### config.mk
export PLATFORM = sky130hd
export DESIGN_NAME = pipe_ctrl_flat
export DESIGN_NICKNAME = d
export VERILOG_FILES = /design/src/rtl/pipe_ctrl_pkg.sv /design/src/rtl/pipe_ctrl_if.sv /design/src/rtl/load_use_detect.sv /design/src/rtl/pipe_ctrl.sv /design/src/flat_wrapper.sv
export SDC_FILE = /design/constraint.sdc
export NUM_CORES = 1
export LEC_CHECK = 0
export ABC_CLOCK_PERIOD_IN_PS = 2200
export CORE_ASPECT_RATIO = 0.8
export CORE_MARGIN = 4
export CORE_UTILIZATION = 29
export CTS_CLUSTER_SIZE = 24
export DETAILED_ROUTE_END_ITERATION = 10
export GPL_TIMING_DRIVEN = 0
export PLACE_DENSITY = 0.8
export SLEW_MARGIN = 5
export SYNTH_ARGS = -nofsm -noshare
export SYNTH_HDL_FRONTEND = slang
export SYNTH_HIERARCHICAL = 1
export SYNTH_SLANG_ARGS = --single-unit
### constraint.sdc
create_clock -name CLK -period 2.2 [get_ports CLK]
set_input_delay 0.44 -clock CLK [delete_from_list [all_inputs] [get_ports CLK]]
set_output_delay 0.44 -clock CLK [all_outputs]
set_load 0.05 [all_outputs]
### src/rtl/pipe_ctrl_pkg.sv
// pipe_ctrl_pkg: shared types for the pipeline sequencer
//   regbits_t    : 5-bit register index
//   word_t       : 32-bit data word (performance counters)
//   pipe_state_t : sequencer FSM state
package pipe_ctrl_pkg;
   typedef logic [4:0]  regbits_t;
   typedef logic [31:0] word_t;
   typedef enum logic [1:0] {RUN, DWAIT, DRAIN, HALTED} pipe_state_t;
endpackage

### src/rtl/pipe_ctrl_if.sv
// pipe_ctrl_if: hazard inputs and latch-control outputs of the pipeline sequencer
//   inputs  : ihit, dhit, mem_dREN, mem_dWEN, id_rs, id_rt, ex_dREN, ex_regDst, ex_pcsrc, ex_halt
//   outputs : pc_en, *_en, *_flush, halt, stall_cnt, flush_cnt
interface pipe_ctrl_if;
   import pipe_ctrl_pkg::*;
   logic     ihit, dhit, mem_dREN, mem_dWEN, ex_dREN, ex_pcsrc, ex_halt;
   regbits_t id_rs, id_rt, ex_regDst;
   logic     pc_en, ifid_en, idex_en, exmem_en, memwb_en;
   logic     ifid_flush, idex_flush, exmem_flush, halt;
   word_t    stall_cnt, flush_cnt;
   modport master (
      output ihit, dhit, mem_dREN, mem_dWEN, ex_dREN, ex_pcsrc, ex_halt, id_rs, id_rt, ex_regDst,
      input  pc_en, ifid_en, idex_en, exmem_en, memwb_en, ifid_flush, idex_flush, exmem_flush,
      input  halt, stall_cnt, flush_cnt
   );
   modport slave (
      input  ihit, dhit, mem_dREN, mem_dWEN, ex_dREN, ex_pcsrc, ex_halt, id_rs, id_rt, ex_regDst,
      output pc_en, ifid_en, idex_en, exmem_en, memwb_en, ifid_flush, idex_flush, exmem_flush,
      output halt, stall_cnt, flush_cnt
   );
endinterface

### src/rtl/load_use_detect.sv
// load_use_detect: flags a decode-stage source that depends on the load in execute
//   ex_dREN, ex_regDst, id_rs, id_rt -> lu_hazard (register 0 never hazards)
module load_use_detect
   import pipe_ctrl_pkg::*;
(
   input  logic     ex_dREN,
   input  regbits_t ex_regDst,
   input  regbits_t id_rs,
   input  regbits_t id_rt,
   output logic     lu_hazard
);
   assign lu_hazard = ex_dREN && ex_regDst != '0 && (ex_regDst == id_rs || ex_regDst == id_rt);
endmodule

### src/rtl/pipe_ctrl.sv
// pipe_ctrl: five-stage pipeline sequencer (latch enables/flushes, PC enable, halt drain)
//   CLK, RST : clock, synchronous active-high reset
//   bus      : pipe_ctrl_if.slave, hazard inputs and Mealy latch controls, Moore halt
//   PIPE_PERF_EN defined builds saturating stall/flush counters, otherwise they read 0
module pipe_ctrl
   import pipe_ctrl_pkg::*;
#(
   parameter int DRAIN_CYCLES = 2
) (
   input logic        CLK,
   input logic        RST,
   pipe_ctrl_if.slave bus
);
   localparam int CW = $clog2(DRAIN_CYCLES + 1);
   pipe_state_t   r_state, w_next;
   logic [CW-1:0] r_cnt, w_cnt;
   logic          r_halt, w_lu, w_dwait, w_stall;
   logic          w_pc, w_ifid, w_idex, w_exmem, w_memwb, w_ifid_fl, w_idex_fl;
   load_use_detect u_lu (
      .ex_dREN   (bus.ex_dREN),
      .ex_regDst (bus.ex_regDst),
      .id_rs     (bus.id_rs),
      .id_rt     (bus.id_rt),
      .lu_hazard (w_lu)
   );
   assign w_dwait = (bus.mem_dREN || bus.mem_dWEN) && !bus.dhit;
   // DWAIT only waits on dhit; the request lines are ignored there
   assign w_stall = r_state == DWAIT ? !bus.dhit : w_dwait;
   always_comb begin
      w_next    = r_state;
      w_cnt     = r_cnt;
      w_pc      = 1'b0;
      w_ifid    = 1'b0;
      w_idex    = 1'b0;
      w_exmem   = 1'b0;
      w_memwb   = 1'b0;
      w_ifid_fl = 1'b0;
      w_idex_fl = 1'b0;
      if (!RST) begin
         case (r_state)
            RUN, DWAIT: begin
               if (w_stall) w_next = DWAIT;
               else begin
                  w_next  = RUN;
                  w_exmem = 1'b1;
                  w_memwb = 1'b1;
                  w_idex  = 1'b1;
                  if (r_state == RUN && bus.ex_halt) begin
                     w_ifid    = 1'b1;
                     w_ifid_fl = 1'b1;
                     w_idex_fl = 1'b1;
                     w_cnt     = CW'(DRAIN_CYCLES - 1);
                     w_next    = DRAIN;
                  end else if (bus.ex_pcsrc) begin
                     w_pc      = 1'b1;
                     w_ifid    = 1'b1;
                     w_ifid_fl = 1'b1;
                     w_idex_fl = 1'b1;
                  end else if (w_lu) w_idex_fl = 1'b1;
                  else begin
                     w_pc      = bus.ihit;
                     w_ifid    = 1'b1;
                     w_ifid_fl = !bus.ihit;
                  end
               end
            end
            DRAIN: begin
               if (!w_dwait) begin
                  w_ifid    = 1'b1;
                  w_idex    = 1'b1;
                  w_ifid_fl = 1'b1;
                  w_idex_fl = 1'b1;
                  w_exmem   = 1'b1;
                  w_memwb   = 1'b1;
                  if (r_cnt == '0) w_next = HALTED;
                  else w_cnt = r_cnt - CW'(1);
               end
            end
            default: ;
         endcase
      end
   end
   always_ff @(posedge CLK) begin
      if (RST) begin
         r_state <= RUN;
         r_cnt   <= '0;
         r_halt  <= 1'b0;
      end else begin
         r_state <= w_next;
         r_cnt   <= w_cnt;
         r_halt  <= w_next == HALTED;
      end
   end
   assign bus.pc_en       = w_pc;
   assign bus.ifid_en     = w_ifid;
   assign bus.idex_en     = w_idex;
   assign bus.exmem_en    = w_exmem;
   assign bus.memwb_en    = w_memwb;
   assign bus.ifid_flush  = w_ifid_fl;
   assign bus.idex_flush  = w_idex_fl;
   assign bus.exmem_flush = 1'b0;
   assign bus.halt        = r_halt;
`ifdef PIPE_PERF_EN
   word_t r_stall, r_flush;
   always_ff @(posedge CLK) begin
      if (RST) begin
         r_stall <= '0;
         r_flush <= '0;
      end else begin
         if (!w_pc && r_state != HALTED && r_stall != '1) r_stall <= r_stall + 32'd1;
         if (w_idex_fl && r_flush != '1) r_flush <= r_flush + 32'd1;
      end
   end
   assign bus.stall_cnt = r_stall;
   assign bus.flush_cnt = r_flush;
`else
   assign bus.stall_cnt = '0;
   assign bus.flush_cnt = '0;
`endif
endmodule

### src/flat_wrapper.sv
// flat-port wrapper written by rule: the top's interface ports become plain ports
module pipe_ctrl_flat import pipe_ctrl_pkg::*;
#(
   parameter int DRAIN_CYCLES = 2
)
  (CLK, RST, bus_ihit, bus_dhit, bus_mem_dREN, bus_mem_dWEN, bus_ex_dREN, bus_ex_pcsrc, bus_ex_halt, bus_id_rs, bus_id_rt, bus_ex_regDst, bus_pc_en, bus_ifid_en, bus_idex_en, bus_exmem_en, bus_memwb_en, bus_ifid_flush, bus_idex_flush, bus_exmem_flush, bus_halt, bus_stall_cnt, bus_flush_cnt);
  pipe_ctrl_if bus_i ();
  input logic CLK;
  input logic RST;
  input wire logic [$bits(bus_i.ihit)-1:0] bus_ihit;
  input wire logic [$bits(bus_i.dhit)-1:0] bus_dhit;
  input wire logic [$bits(bus_i.mem_dREN)-1:0] bus_mem_dREN;
  input wire logic [$bits(bus_i.mem_dWEN)-1:0] bus_mem_dWEN;
  input wire logic [$bits(bus_i.ex_dREN)-1:0] bus_ex_dREN;
  input wire logic [$bits(bus_i.ex_pcsrc)-1:0] bus_ex_pcsrc;
  input wire logic [$bits(bus_i.ex_halt)-1:0] bus_ex_halt;
  input wire logic [$bits(bus_i.id_rs)-1:0] bus_id_rs;
  input wire logic [$bits(bus_i.id_rt)-1:0] bus_id_rt;
  input wire logic [$bits(bus_i.ex_regDst)-1:0] bus_ex_regDst;
  output wire logic [$bits(bus_i.pc_en)-1:0] bus_pc_en;
  output wire logic [$bits(bus_i.ifid_en)-1:0] bus_ifid_en;
  output wire logic [$bits(bus_i.idex_en)-1:0] bus_idex_en;
  output wire logic [$bits(bus_i.exmem_en)-1:0] bus_exmem_en;
  output wire logic [$bits(bus_i.memwb_en)-1:0] bus_memwb_en;
  output wire logic [$bits(bus_i.ifid_flush)-1:0] bus_ifid_flush;
  output wire logic [$bits(bus_i.idex_flush)-1:0] bus_idex_flush;
  output wire logic [$bits(bus_i.exmem_flush)-1:0] bus_exmem_flush;
  output wire logic [$bits(bus_i.halt)-1:0] bus_halt;
  output wire logic [$bits(bus_i.stall_cnt)-1:0] bus_stall_cnt;
  output wire logic [$bits(bus_i.flush_cnt)-1:0] bus_flush_cnt;
  assign bus_i.ihit = bus_ihit;
  assign bus_i.dhit = bus_dhit;
  assign bus_i.mem_dREN = bus_mem_dREN;
  assign bus_i.mem_dWEN = bus_mem_dWEN;
  assign bus_i.ex_dREN = bus_ex_dREN;
  assign bus_i.ex_pcsrc = bus_ex_pcsrc;
  assign bus_i.ex_halt = bus_ex_halt;
  assign bus_i.id_rs = bus_id_rs;
  assign bus_i.id_rt = bus_id_rt;
  assign bus_i.ex_regDst = bus_ex_regDst;
  assign bus_pc_en = bus_i.pc_en;
  assign bus_ifid_en = bus_i.ifid_en;
  assign bus_idex_en = bus_i.idex_en;
  assign bus_exmem_en = bus_i.exmem_en;
  assign bus_memwb_en = bus_i.memwb_en;
  assign bus_ifid_flush = bus_i.ifid_flush;
  assign bus_idex_flush = bus_i.idex_flush;
  assign bus_exmem_flush = bus_i.exmem_flush;
  assign bus_halt = bus_i.halt;
  assign bus_stall_cnt = bus_i.stall_cnt;
  assign bus_flush_cnt = bus_i.flush_cnt;
  pipe_ctrl #(.DRAIN_CYCLES(DRAIN_CYCLES)) u_core (.CLK(CLK), .RST(RST), .bus(bus_i));
endmodule
==> run summary <==
Num CTS Buffers -> 3
GRT Total Usage -> 10.6%
Final HPWL DP -> 2040 um
Antenna viol nets, final -> 0
WP buf/inv -> 2
RSZ-0062 raised after global routing -> yes
Fin area -> 0.00170 mm2
Net Sw Power -> 0.000428 W
Slew @ Worst Pin -> 498 ps
Initial antenna violation count -> 0
Reg2reg path depth -> 5
Total power draw -> 0.000826 W
CP Cell Sequence -> buf_8, or4_4, o21ai_2, a21oi_2, or2_4, a211oi_4, buf_6
Vias/cell -> 3.37
Final Net Count -> 256
Chip Width -> 72.3 um
Hold slack -> 477 ps
Period Utilization, post-route -> 106%
F_max -> 0.428 GHz
Register share of total power -> 12.9%
FFs w/ async S/R, synth -> 0%
Count leader, synth -> buf_4
Num Clock Sinks -> 5
Setup violators final -> 4
# rows -> 18
Maximum VDD drop -> 181 uV
Failing checks -> negative setup slack
Starting Density -> 30.7%
Setup Skew -> 1.10 ps
Worst-Skew Late Latency -> 220 ps
WL/cell -> 8.79 um
Main synth FF type -> dfxtp_1
Placed Area -> 0.00160 mm2
Post-synth top cells -> buf_4, xor2_1, a21oi_1, dfxtp_1, nor3_1
CTS Hold Buffers Added -> 0
Yosys top cell area share -> 52.4%
Critical-path maximum fanout -> 3
Max H-tree Level -> 1
IO Port Bufs -> 31
Layout area overhead -> 77.6%
Placeable Area -> 0.00313 mm2
Clk buf depth -> 2
Worst EP arrival -> 1900 ps
Crit Path Class -> in2out
IO Count -> 97
Die height -> 59.5 um
Synth area leaders -> buf_4, dfxtp_1, xor2_1, xnor2_1, a211oi_1
Sequential area share after synthesis -> 10.4%
DRC viols -> 0
FF-to-FF End -> u_core/r_cnt[1]
Outcome -> finished, violations left
Leak pwr -> 0.947 nW
Fin worst setup slack -> -139 ps
Startpoint class of the critical path -> primary input
GP Congestion -> 0.811
Worst endpoint required time -> 1760 ps
Cell area power density -> 485 mW/mm2
Share of cells above drive strength 1 -> 45.7%
DP Worst Slack -> -1220 ps
Filler cell count in the final layout -> 287
Combinational power share -> 66.8%
Largest net degree at the start of global routing -> 11
Switching share of power -> 51.8%
Antenna fix cells -> 0
Hold path depth -> 2
Ys Warns -> 6
CP endpoint kind -> primary output
Synthesized area per cell -> 7.56 um2
Slew HR -> 66.7%
DRT Pass-1 Iters -> 4
Post-synthesis cell area -> 960 um2
TritonCTS clock tree -> yes
Root Buffer -> clkbuf_8
Hold endpoint -> u_core/r_cnt[0]
Critical path's slowest cell -> or4_4
Reg2Reg Setup Slack -> 900 ps
First-pass GRT wire length -> 3530 um
Clock-pin slew on the worst setup and hold paths -> 30 ps
Hold Path Class -> reg2reg
Vias in the first global route -> 855
Via count -> 910
Die area -> 0.00430 mm2
Max Cap Violations -> 0
Iteration-0 DRC Markers -> 54
Int Power -> 0.000399 W
#FFs+latches synth -> 5
Worst hold start -> u_core/r_cnt[0]
Synth cell types -> 28
EDFF count, synth -> 0
Clock power frac -> 20.3%
Area leader, netlist -> buf_4
Worst r2r src -> u_core/r_cnt[0]
Max incr delay on CP -> 530 ps
Hold Fails Final Rpt -> 0
Routed WL -> 2370 um
Delay-heaviest family, CP -> simple AND/OR/NAND/NOR gates
GR Overflow Total -> 0
Slew Limit Fails -> 0
Min Clock Period, post-route -> 2340 ps
Post-route setup TNS -> -295 ps
Cell count after synthesis -> 127
-- power groups by stage --
stage | Combinational, W | Sequential, W | Clock (W)
3_5_place_dp | 0.000534 | 0.000107 | 0
2_1_floorplan | 0.000448 | 0.000109 | 0
6_report | 0.000552 | 0.000106 | 0.000168
3_3_place_gp | 0.000532 | 0.000106 | 0
4_1_cts | 0.000545 | 0.000106 | 0.000172
5_1_grt | 0.000580 | 0.000108 | 0.000178
-- routing by layer --
| layer | up-vias | track usage, % | wire length (um) |
|---|---|---|---|
| li1 | 487 | - | - |
| met1 | 378 | 10.4 | 805 |
| met2 | 45 | 21.1 | 1330 |
| met3 | 0 | 3.39 | 234 |
| met4 | 0 | 3.22 | 0 |
| met5 | - | 0 | 0 |
-- tightest hold or removal path: cells and delay by family (launching register included) --
family	cells	cell delay [ps]
flops	1	300
compound gates	1	60
buf+inv	1	70
-- repair_timing --
item | CTS | global route
endpoints found under the setup margin | 7 | 4
resized for setup | 96 | 0
buffers inserted | 4 | 0
pin swaps | 18 | 4
-- through the flow --
| step | cells | util [%] |
|---|---|---|
| after detailed placement | 262 | 51.2 |
| after global placement | 262 | 51.2 |
| after floorplan | 191 | - |
| final | 270 | 54.4 |
| after global routing | 270 | 54.4 |
| after CTS | 270 | 54.4 |
-- area by class of cell --
cell class	count	area [um2]	share of cell area, %
Sequential cell	5	100	5.87
Timing Repair Buffer	35	308	18.1
Clock buffer	4	45.0	2.64
Tap cell	40	50.0	2.94
Buffer	68	508	29.8
Multi-Input combinational cell	114	678	39.8
Inverter	4	15.0	0.881
-- sequential cells by signal, summed over array words and instances (netlist names) --
signal,cells
u_core/r_state,2
u_core/r_cnt,2
u_core/bus.halt,1
-- kinds of logic (layout without fill, tap and decap cells) --
logic type | count (synthesis) | after routing | share of synthesized area [%]
buffers and inverters | 72 | 111 | 54.4
multiplexers | 1 | 1 | 1.04
adder cells (fa/ha/maj) | 1 | 1 | 1.30
XOR/XNOR | 10 | 10 | 9.13
flip-flops | 5 | 5 | 10.4
AO/OA/AOI/OAI | 15 | 15 | 10.8
AND/OR/NAND/NOR | 22 | 22 | 12.5
other | 1 | 65 | 0.391
-- worst max path at each step --
stage	startpoint	end	slack, ps	cells past startpoint
floorplan	bus_ex_regDst[1]	bus_ifid_flush	-160	5
global placement	bus_ex_regDst[1]	bus_ifid_flush	-1200	7
detailed placement	bus_ex_regDst[1]	bus_ifid_flush	-1220	7
CTS	bus_ex_regDst[4]	bus_ifid_flush	-180	7
global route	bus_ex_regDst[4]	bus_ifid_flush	-190	7
finish	bus_ex_regDst[4]	bus_ifid_flush	-140	7
-- cells in the final DEF (no fill, tap or decap), types with 2 or more instances in the layout --
cell / n
buf_4: 71
xor2_1: 6
xnor2_1: 4
buf_6: 5
nor2_1: 3
nand3_1: 2
nor2b_1: 2
a21oi_1: 2
a21oi_4: 2
a211oi_2: 2
buf_2: 6
a211oi_4: 2
dlygate4sd2_1: 11
dfxtp_1: 5
clkdlybuf4s15_1: 2
clkdlybuf4s50_1: 6
conb_1: 65
nor3_1: 4
inv_1: 3
clkbuf_8: 3
(Power assumes the default switching activity.)
